--- src/rtl/mc_ctrl_pkg.sv ---
// rtl/mc_ctrl_pkg.sv - shared state, opcode and select codes for the RV32I multicycle control FSM
//
// Purpose: single source of encodings used by mc_control_fsm and branch_cond.
// Ports: none (package).

package mc_ctrl_pkg;

    // State codes are visible on state_dbg, so their values are fixed.
    typedef enum logic [3:0] {
        S_FETCH     = 4'd0,
        S_DECODE    = 4'd1,
        S_MEM_ADDR  = 4'd2,
        S_MEM_RD    = 4'd3,
        S_MEM_WB    = 4'd4,
        S_MEM_WR    = 4'd5,
        S_EXE_R     = 4'd6,
        S_ALU_WB    = 4'd7,
        S_BRANCH    = 4'd8,
        S_EXE_I     = 4'd9,
        S_JAL       = 4'd10,
        S_LUI       = 4'd11,
        S_JALR_ADDR = 4'd12,
        S_AUIPC     = 4'd13,
        S_TRAP      = 4'd15
    } state_t;

    localparam logic [6:0] OP_LOAD   = 7'b0000011;
    localparam logic [6:0] OP_STORE  = 7'b0100011;
    localparam logic [6:0] OP_R      = 7'b0110011;
    localparam logic [6:0] OP_I      = 7'b0010011;
    localparam logic [6:0] OP_BRANCH = 7'b1100011;
    localparam logic [6:0] OP_JAL    = 7'b1101111;
    localparam logic [6:0] OP_JALR   = 7'b1100111;
    localparam logic [6:0] OP_LUI    = 7'b0110111;
    localparam logic [6:0] OP_AUIPC  = 7'b0010111;

    localparam logic [1:0] SRC_A_PC     = 2'b00;
    localparam logic [1:0] SRC_A_OLD_PC = 2'b01;
    localparam logic [1:0] SRC_A_RD1    = 2'b10;
    localparam logic [1:0] SRC_A_ZERO   = 2'b11;

    localparam logic [1:0] SRC_B_RD2  = 2'b00;
    localparam logic [1:0] SRC_B_IMM  = 2'b01;
    localparam logic [1:0] SRC_B_FOUR = 2'b10;

    localparam logic [1:0] ALU_OP_ADD   = 2'b00;
    localparam logic [1:0] ALU_OP_SUB   = 2'b01;
    localparam logic [1:0] ALU_OP_FUNCT = 2'b10;

    localparam logic [1:0] RESULT_ALUOUT = 2'b00;
    localparam logic [1:0] RESULT_DATA   = 2'b01;
    localparam logic [1:0] RESULT_ALU    = 2'b10;

    localparam logic [2:0] F3_BEQ  = 3'b000;
    localparam logic [2:0] F3_BNE  = 3'b001;
    localparam logic [2:0] F3_BLT  = 3'b100;
    localparam logic [2:0] F3_BGE  = 3'b101;
    localparam logic [2:0] F3_BLTU = 3'b110;
    localparam logic [2:0] F3_BGEU = 3'b111;

endpackage

--- src/rtl/mc_control_fsm_branch_cond.sv ---
// rtl/mc_control_fsm_branch_cond.sv - combinational branch-taken decode from funct3 and ALU flags
//
// Ports:
//   funct3     in  3  branch funct3 from the IR
//   zero       in  1  ALU result == 0
//   lt         in  1  signed rd1 < rd2
//   ltu        in  1  unsigned rd1 < rd2
//   taken      out 1  branch condition holds
//   bad_funct3 out 1  funct3 is not a defined branch (010/011)

module branch_cond
    import mc_ctrl_pkg::*;
(
    input  logic [2:0] funct3,
    input  logic       zero,
    input  logic       lt,
    input  logic       ltu,
    output logic       taken,
    output logic       bad_funct3
);

    always_comb begin
        taken      = 1'b0;
        bad_funct3 = 1'b0;
        case (funct3)
            F3_BEQ:  taken = zero;
            F3_BNE:  taken = ~zero;
            F3_BLT:  taken = lt;
            F3_BGE:  taken = ~lt;
            F3_BLTU: taken = ltu;
            F3_BGEU: taken = ~ltu;
            default: bad_funct3 = 1'b1;
        endcase
    end

endmodule

--- src/rtl/mc_control_fsm.sv ---
// rtl/mc_control_fsm.sv - multicycle RV32I main control FSM with memory handshake, timeout and traps
//
// Parameters:
//   MEM_HANDSHAKE  1 = memory states wait for mem_ready, 0 = mem_ready treated as 1
//   TIMEOUT_W      wait counter width (>=2); timeout after 2^TIMEOUT_W-1 stalled cycles
// Ports:
//   clk, rst (async, active-low)
//   op, funct3                      instruction fields from the IR
//   zero, lt, ltu                   ALU compare flags
//   mem_ready                       memory completes the current access
//   sel_alu_src_a/b, alu_op         ALU operand and operation selects
//   sel_result, sel_mem_addr        result and address muxes
//   mem_req, we_mem, we_ir,
//   pc_write, we_rf                 datapath enables
//   instr_done                      pulse in the final state of an instruction
//   illegal, bus_err                sticky trap causes
//   state_dbg                       current state code

module mc_control_fsm
    import mc_ctrl_pkg::*;
#(
    parameter int MEM_HANDSHAKE = 1,
    parameter int TIMEOUT_W     = 8
) (
    input  logic       clk,
    input  logic       rst,
    input  logic [6:0] op,
    input  logic [2:0] funct3,
    input  logic       zero,
    input  logic       lt,
    input  logic       ltu,
    input  logic       mem_ready,
    output logic [1:0] sel_alu_src_a,
    output logic [1:0] sel_alu_src_b,
    output logic [1:0] alu_op,
    output logic [1:0] sel_result,
    output logic       sel_mem_addr,
    output logic       mem_req,
    output logic       we_mem,
    output logic       we_ir,
    output logic       pc_write,
    output logic       we_rf,
    output logic       instr_done,
    output logic       illegal,
    output logic       bus_err,
    output logic [3:0] state_dbg
);

    localparam logic [TIMEOUT_W-1:0] WAIT_MAX = '1;

    state_t               state;
    state_t               next_state;
    logic [TIMEOUT_W-1:0] wait_cnt;
    logic                 rdy;
    logic                 mem_access;
    logic                 timeout;
    logic                 taken;
    logic                 bad_funct3;
    logic                 set_illegal;
    logic                 set_bus_err;

    branch_cond u_branch_cond (
        .funct3     (funct3),
        .zero       (zero),
        .lt         (lt),
        .ltu        (ltu),
        .taken      (taken),
        .bad_funct3 (bad_funct3)
    );

    assign rdy        = (MEM_HANDSHAKE == 0) ? 1'b1 : mem_ready;
    assign mem_access = (state == S_FETCH) || (state == S_MEM_RD) || (state == S_MEM_WR);
    // A ready arriving on the terminal-count cycle wins over the timeout.
    assign timeout    = (MEM_HANDSHAKE != 0) && mem_access && !mem_ready && (wait_cnt == WAIT_MAX);
    assign state_dbg  = state;

    always_ff @(posedge clk or negedge rst) begin
        if (!rst) begin
            state    <= S_FETCH;
            wait_cnt <= '0;
            illegal  <= 1'b0;
            bus_err  <= 1'b0;
        end else begin
            state <= next_state;
            if (rdy || (next_state != state)) begin
                wait_cnt <= '0;
            end else if (mem_access && !mem_ready) begin
                wait_cnt <= wait_cnt + 1'b1;
            end
            // First trap cause wins; the other flag is locked out.
            if (set_illegal && !bus_err) begin
                illegal <= 1'b1;
            end
            if (set_bus_err && !illegal) begin
                bus_err <= 1'b1;
            end
        end
    end

    always_comb begin
        next_state    = state;
        sel_alu_src_a = SRC_A_PC;
        sel_alu_src_b = SRC_B_RD2;
        alu_op        = ALU_OP_ADD;
        sel_result    = RESULT_ALUOUT;
        sel_mem_addr  = 1'b0;
        mem_req       = 1'b0;
        we_mem        = 1'b0;
        we_ir         = 1'b0;
        pc_write      = 1'b0;
        we_rf         = 1'b0;
        instr_done    = 1'b0;
        set_illegal   = 1'b0;
        set_bus_err   = 1'b0;

        case (state)
            S_FETCH: begin
                mem_req       = 1'b1;
                sel_alu_src_b = SRC_B_FOUR;
                sel_result    = RESULT_ALU;
                we_ir         = rdy;
                pc_write      = rdy;
                if (rdy) begin
                    next_state = S_DECODE;
                end
            end
            S_DECODE: begin
                // Precompute the PC-relative target into ALUOut.
                sel_alu_src_a = SRC_A_OLD_PC;
                sel_alu_src_b = SRC_B_IMM;
                case (op)
                    OP_LOAD, OP_STORE: next_state = S_MEM_ADDR;
                    OP_R:              next_state = S_EXE_R;
                    OP_I:              next_state = S_EXE_I;
                    OP_BRANCH:         next_state = S_BRANCH;
                    OP_JAL:            next_state = S_JAL;
                    OP_JALR:           next_state = S_JALR_ADDR;
                    OP_LUI:            next_state = S_LUI;
                    OP_AUIPC:          next_state = S_AUIPC;
                    default: begin
                        next_state  = S_TRAP;
                        set_illegal = 1'b1;
                    end
                endcase
            end
            S_MEM_ADDR: begin
                sel_alu_src_a = SRC_A_RD1;
                sel_alu_src_b = SRC_B_IMM;
                next_state    = (op == OP_LOAD) ? S_MEM_RD : S_MEM_WR;
            end
            S_MEM_RD: begin
                mem_req      = 1'b1;
                sel_mem_addr = 1'b1;
                if (rdy) begin
                    next_state = S_MEM_WB;
                end
            end
            S_MEM_WB: begin
                sel_result = RESULT_DATA;
                we_rf      = 1'b1;
                instr_done = 1'b1;
                next_state = S_FETCH;
            end
            S_MEM_WR: begin
                mem_req      = 1'b1;
                sel_mem_addr = 1'b1;
                we_mem       = 1'b1;
                if (rdy) begin
                    instr_done = 1'b1;
                    next_state = S_FETCH;
                end
            end
            S_EXE_R: begin
                sel_alu_src_a = SRC_A_RD1;
                alu_op        = ALU_OP_FUNCT;
                next_state    = S_ALU_WB;
            end
            S_EXE_I: begin
                sel_alu_src_a = SRC_A_RD1;
                sel_alu_src_b = SRC_B_IMM;
                alu_op        = ALU_OP_FUNCT;
                next_state    = S_ALU_WB;
            end
            S_ALU_WB: begin
                we_rf      = 1'b1;
                instr_done = 1'b1;
                next_state = S_FETCH;
            end
            S_BRANCH: begin
                sel_alu_src_a = SRC_A_RD1;
                alu_op        = ALU_OP_SUB;
                if (bad_funct3) begin
                    next_state  = S_TRAP;
                    set_illegal = 1'b1;
                end else begin
                    pc_write   = taken;
                    instr_done = 1'b1;
                    next_state = S_FETCH;
                end
            end
            S_JAL: begin
                // PC <- ALUOut (target) while the ALU forms the link value.
                sel_alu_src_a = SRC_A_OLD_PC;
                sel_alu_src_b = SRC_B_FOUR;
                pc_write      = 1'b1;
                next_state    = S_ALU_WB;
            end
            S_JALR_ADDR: begin
                sel_alu_src_a = SRC_A_RD1;
                sel_alu_src_b = SRC_B_IMM;
                next_state    = S_JAL;
            end
            S_LUI: begin
                sel_alu_src_a = SRC_A_ZERO;
                sel_alu_src_b = SRC_B_IMM;
                next_state    = S_ALU_WB;
            end
            S_AUIPC: begin
                sel_alu_src_a = SRC_A_OLD_PC;
                sel_alu_src_b = SRC_B_IMM;
                next_state    = S_ALU_WB;
            end
            S_TRAP: begin
                next_state = S_TRAP;
            end
            default: begin
                next_state = S_TRAP;
            end
        endcase

        if (timeout) begin
            next_state  = S_TRAP;
            set_bus_err = 1'b1;
            mem_req     = 1'b0;
            we_mem      = 1'b0;
            we_ir       = 1'b0;
            pc_write    = 1'b0;
            we_rf       = 1'b0;
            instr_done  = 1'b0;
        end

        // No side effects may leak out while reset is held.
        if (!rst) begin
            mem_req    = 1'b0;
            we_mem     = 1'b0;
            we_ir      = 1'b0;
            pc_write   = 1'b0;
            we_rf      = 1'b0;
            instr_done = 1'b0;
        end
    end

endmodule

--- config.mk ---
export PLATFORM = sky130hd
export DESIGN_NAME = mc_control_fsm
export DESIGN_NICKNAME = d
export VERILOG_FILES = /design/src/rtl/mc_ctrl_pkg.sv /design/src/rtl/mc_control_fsm_branch_cond.sv /design/src/rtl/mc_control_fsm.sv
export SDC_FILE = /design/constraint.sdc
export NUM_CORES = 1
export LEC_CHECK = 0
export ABC_CLOCK_PERIOD_IN_PS = 2600
export CORE_MARGIN = 2
export CORE_UTILIZATION = 48
export CTS_CLUSTER_SIZE = 10
export DETAILED_ROUTE_END_ITERATION = 16
export PLACE_DENSITY = 0.8
export SLEW_MARGIN = 20
export SYNTH_ARGS = -nofsm -noshare
export SYNTH_HDL_FRONTEND = slang
export SYNTH_SLANG_ARGS = --single-unit
--- constraint.sdc ---
create_clock -name clk -period 2.6 [get_ports clk]
set_input_delay 0.65 -clock clk [delete_from_list [all_inputs] [get_ports clk]]
set_output_delay 0.65 -clock clk [all_outputs]
set_load 0.03 [all_outputs]
* After elaboration in Yosys (flattened, before gate mapping)
Index checks and enable logic that the tools add are counted. W data, S select, Z words.
Word-level totals: output and inout bits 21, bits in registers 14
Cells by class: bitwise operators 3, equal/unequal tests 29, add/sub/neg operators 1, reductions and logical operators 25, multiplexer cells 41
Operator list (number):
- $pmux W4 S9 | 1
- $pmux W4 S8 | 1
- $eq A4 B4 Y1 const B | 6
- $mux W1 | 23
- $eq A7 B6 Y1 const B | 3
- $eq A7 B7 Y1 const B | 3
- $mux W4 | 5
- $eq A4 B3 Y1 const B | 4
- $mux W8 | 2
- $eq A7 B5 Y1 const B | 2
- $eq A3 B3 Y1 const B | 4
- $pmux W2 S2 | 3
- $reduce_or A6 Y1 | 2
- $reduce_or A2 Y1 | 5
- $reduce_or A5 Y1 | 2
- $reduce_or A9 Y1 | 1
- $add A8 B1 Y8 const B | 1
- $eq A4 B2 Y1 const B | 2
- $eq A8 B8 Y1 const B | 1
- $eq A7 B2 Y1 const B | 1
- $pmux W1 S3 | 2
- $pmux W1 S6 | 1
- $pmux W2 S3 | 1
- $reduce_or A3 Y1 | 2
- 12 further kinds | 21

* Logic depth before layout (Yosys ltp)
word-level depth 9, depth in mapped cells 7, mapped depth without buffers 6

* By module
Synthesis repeated with hierarchy kept, for this count alone.
Unflattened totals: cells, all modules 168, area total of the unflattened synthesis 1277.5 um2
By module, submodules not included:
- mc_control_fsm | cells each 162, instances 1, seq. area each 350.3 um2, area each 1231.2 um2
- branch_cond | cells each 6, instances 1, seq. area each 0.0 um2, area each 46.3 um2

* Worst setup path after synthesis
OpenSTA, ideal clock, no wires.
path kind register to output, start register state[3], in the netlist state_dbg[3], end output pc_write, stages on the path, launching flop included 6, buffers on the path 2, setup slack -0.874 ns, data arrival time 2.824 ns, cells stage by stage dfrtp_1 -> clkbuf_1 -> buf_4 -> nor4_1 -> and3_1 -> a31o_1
On the way: word-level cells in the longest chain between the ends 7, elaborated cells between the ends (all ways) 12, classes of those cells eq/ne (4); mux (3); reduce/logical (5)
Ends and longest elaborated chain:
- from (decl) | RTL line mc_control_fsm.sv:51 | state_t state;
- from (signal assigned) | RTL line mc_control_fsm.sv:84 | state <= next_state;
- $eq A4 B2 Y1 or $logic_not A4 Y1 (tied branches) | RTL line mc_control_fsm.sv:72, mc_control_fsm.sv:116
- $logic_or A1 B1 Y1 (2 in series) | RTL line mc_control_fsm.sv:72 | assign mem_access = (state == S_FETCH) || (state == S_MEM_RD) || (state == S_MEM_WR);
- $logic_and A1 B1 Y1 (2 in series) | RTL line mc_control_fsm.sv:74 | assign timeout = (MEM_HANDSHAKE != 0) && mem_access && !mem_ready && (wait_cnt == WAIT_MAX);
- $mux W1 * | RTL line mc_control_fsm.sv:231 | if (timeout) begin
- $mux W1 * | RTL line mc_control_fsm.sv:243 | if (!rst) begin
- to (decl) | RTL line mc_control_fsm.sv:41 | output logic pc_write,
Every way passes the cells marked *; elsewhere a longest branch is shown, timed or not.

* Worst setup path after layout
start input op[3], end register wait_cnt[5]
On the way: word-level cells in the longest chain between the ends 8, elaborated cells between the ends (all ways) 18, classes of those cells eq/ne (10); mux (5); reduce/logical (3)
Ends and longest elaborated chain:
- from (decl) | RTL line mc_control_fsm.sv:27 | input logic [6:0] op,
- $eq A7 B2 Y1 or $eq A7 B6 Y1 (tied branches) | RTL line mc_control_fsm.sv:131, mc_control_fsm.sv:149
- $reduce_or A2 Y1
- $pmux W4 S8 | RTL line mc_control_fsm.sv:131 | case (op)
- $pmux W4 S9 * | RTL line mc_control_fsm.sv:116 | case (state)
- $mux W4 * | RTL line mc_control_fsm.sv:231
- $ne A4 B4 Y1 * | RTL line mc_control_fsm.sv:85 | if (rdy || (next_state != state)) begin
- $logic_or A1 B1 Y1 * | RTL line mc_control_fsm.sv:85
- $mux W8 or $reduce_bool A2 Y1 (tied branches)
- to (signal assigned) | RTL line mc_control_fsm.sv:88 | wait_cnt <= wait_cnt + 1'b1;
- to (decl) | RTL line mc_control_fsm.sv:53 | logic [TIMEOUT_W-1:0] wait_cnt;
Marks and branches as above. A chain may end at the register's enable or synchronous reset.

==> results_dict.tcl <==
set metrics [dict create \
    status "finished, final reports clean" \
    hold_slack_ns 0.488 \
    power_leakage_nw 0.899 \
    power.internal_mw 0.982 \
    reg2reg_to "wait_cnt[5]$_DFFE_PN0P_" \
    fin_crit_ns 2.58 \
    critPathRequiredTime_ns 2.79 \
    layout-drive-gt1-share 0.327 \
    drc 0 \
    r2r_start "state_dbg[0]$_DFF_PN0_" \
    die_w_um 57.1 \
    cts_sinks 14 \
    synthArstFlopShare 1.00 \
    area_growth_syn_to_layout_pct 50.0 \
    htree_levels 1 \
    wirelength_um 4030 \
    numCtsBuffers 3 \
    place_congestion 0.869 \
    finalHoldViolCount 0 \
    synth_top_area_frac 0.259 \
    avgRoutedWirePerCell_um 15.7 \
    rsz0062_at_grt "yes" \
    overflow 0 \
    ant_nets 0 \
    fin_crit_sh 0.993 \
    pwr-share-comb 0.795 \
    switching_share 0.532 \
    fin_ws_ns 0.0184 \
    p_switching_mw 1.12 \
    core_um2 2710 \
    vias 1518 \
    hold_depth 1 \
    cts_hold_buf 0 \
    relSlewSlack 0.635 \
    antenna_found_initial 0 \
    track_usage 0.246 \
    tritoncts "yes" \
    crit_start "op[3]" \
    io_buffers 36 \
    fin_setup_tns_ns 0 \
    final_nets 245 \
    hold_path_startpoint "illegal$_DFFE_PN0P_" \
    finalInstanceArea_um2 2030 \
    seqPwrFrac 0.148 \
    grtUsageMet2 0.427 \
    design_power_total_mw 2.10 \
    holdCritPathClass "reg -> reg" \
    synth.distinct_cells 51 \
    pin_count 37 \
    synthFlopType "dfrtp_1" \
    yosysSeqAreaShare 0.259 \
    busiest_layer "met2" \
    synth_area_um2 1350 \
    dp_hpwl_um 3040 \
    slew_violations 0 \
    grtUsageMet3 0.0476 \
    fin_worst_skew_ns 0.00226 \
    final_common_cell "buf_4" \
    worstSetupStartpointType "input port" \
    viasPerCell 5.91 \
    synth-edff-count 0 \
    reg2reg_depth 8 \
    grt_pass1_vias 1427 \
    fmax_mhz 387 \
    drv_cap 0 \
    placed_cell_area_um2 1880 \
    end_kind "register" \
    clockRootBuffer "clkbuf_4" \
    rows 19 \
    cts_buffer_depth 2 \
    synth_nets 186 \
    fp.dieH_um 57.1 \
    grt_use_met1 0.329 \
    power.density_nw_per_um2 1040 \
    worstPathArrival_ns 2.77 \
    final_cell_mix "buf_4 (38), nor2_1 (16), nand2_1 (15), clkdlybuf4s50_1 (14), dfrtp_1 (12)" \
    start_util 0.499 \
    first_iter_violations 112 \
    whs_endpoint "bus_err$_DFFE_PN0P_" \
    ir_drop_v 0.000825 \
    synth-seq-cells 14 \
    setup_viol 0 \
    cts.reportedPaths.clkPinSlew_ns 0.07 \
    synth_area_leaders "dfrtp_1 (26%), nor3_1 (5.9%), xor2_1 (5.2%)" \
    pwr-share-clk 0.057 \
    tightest_slew_ns 0.544 \
    synth.avg_cell_area_um2 8.00 \
    grt_max_degree 17 \
    clock_latency_ns 0.28 \
    ys.warnings.count 0 \
    first_pass_iters 5 \
    synth_top_cell_by_area "dfrtp_1" \
    dpl_worst_slack_ns -0.873 \
    path_max_fanout 8 \
    syn_inst 169 \
    grt_pass1_wl_um 6490 \
    die_area_um2 3260 \
    rrSetupSlack_ns 0.15 \
    crit_type "in -> reg" \
    antennaDiodeCount 0 \
]
## critical path, stage by stage
cell and delay, ns:
clkdlybuf4s50_1 0.42, or3_4 0.40, buf_4 0.14, a21oi_1 0.15, a21oi_1 0.11, a311oi_1 0.46, a2bb2oi_4 0.20, nor3_2 0.24
## registers in the layout, summed over array words and instances (netlist names)
| name | cells |
|---|---|
| wait_cnt | 8 |
| bus_err | 1 |
| illegal | 1 |
| state_dbg | 4 |
## worst max path at each step
stage | cells past startpoint | end | slack (ns)
2_1_floorplan | 7 | we_mem | -0.23
3_3_place_gp | 8 | pc_write | -0.84
3_5_place_dp | 8 | pc_write | -0.87
4_1_cts | 8 | pc_write | -0.12
5_1_grt | 8 | pc_write | -0.03
6_report | 8 | wait_cnt[5]$_DFFE_PN0P_ | 0.02
## synthesized netlist by cell type (2+ instances only)
library cell,number
nor2_1,17
nand2_1,16
nor3_1,16
dfrtp_1,14
o21ai_0,8
xor2_1,8
a21oi_1,7
inv_1,7
nand2b_1,5
and3_1,4
clkbuf_1,4
mux2i_1,4
nand3_1,4
nor2b_1,4
xnor2_1,4
buf_2,3
o21bai_1,3
a311oi_1,2
and4_1,2
mux2_2,2
nand4b_1,2
o211ai_1,2
o22ai_1,2
or2_1,2
## area by class of cell
cell class              instances  area [um^2]
multi-input cells             138         1040
fillers                       209          683
repair buffers                 64          549
flip-flops and latches         14          353
well taps                      31         38.8
inverters                       7         26.3
clock buffers                   3         22.5
## stage by stage
stage	cells	util
final	257	0.748
after global routing	257	0.748
after CTS	255	0.709
after detailed placement	252	0.695
after global placement	252	0.695
after floorplan	169	-
## power groups by stage
| stage | registers (mW) | logic (mW) | clock network (mW) |
|---|---|---|---|
| after floorplan | 0.337 | 0.968 | 0 |
| after global placement | 0.300 | 1.49 | 0 |
| after detailed placement | 0.306 | 1.53 | 0 |
| after CTS | 0.301 | 1.54 | 0.121 |
| after global routing | 0.318 | 1.79 | 0.131 |
| final | 0.311 | 1.67 | 0.119 |
## kinds of logic (layout without fill, tap and decap cells)
family / Yosys count / in the layout / share of synthesized area
adder cells (fa/ha/maj): 1 / 1 / 0.00926
XOR/XNOR: 12 / 12 / 0.0778
multiplexers: 6 / 6 / 0.0463
buffers and inverters: 17 / 74 / 0.0583
AND/OR/NAND/NOR: 79 / 79 / 0.307
AO/OA/AOI/OAI: 40 / 40 / 0.242
flip-flops: 14 / 14 / 0.259
## metal layers
layer	wire [um]	share of wire	vias to the layer above
met5	0	0	-
met4	42	0.010	0
met3	325	0.081	10
met2	2040	0.51	87
met1	1620	0.40	694
li1	-	-	727
## repair_timing
| item | CTS | global route |
|---|---|---|
| gates resized for setup | 15 | 29 |
| hold endpoints to repair | 0 | 0 |
| setup buffers | 0 | 2 |
| pin swaps | 3 | 7 |
| cloned | 0 | 0 |
| setup endpoints to repair | 7 | 14 |
Power figures use the tool's default switching activity.
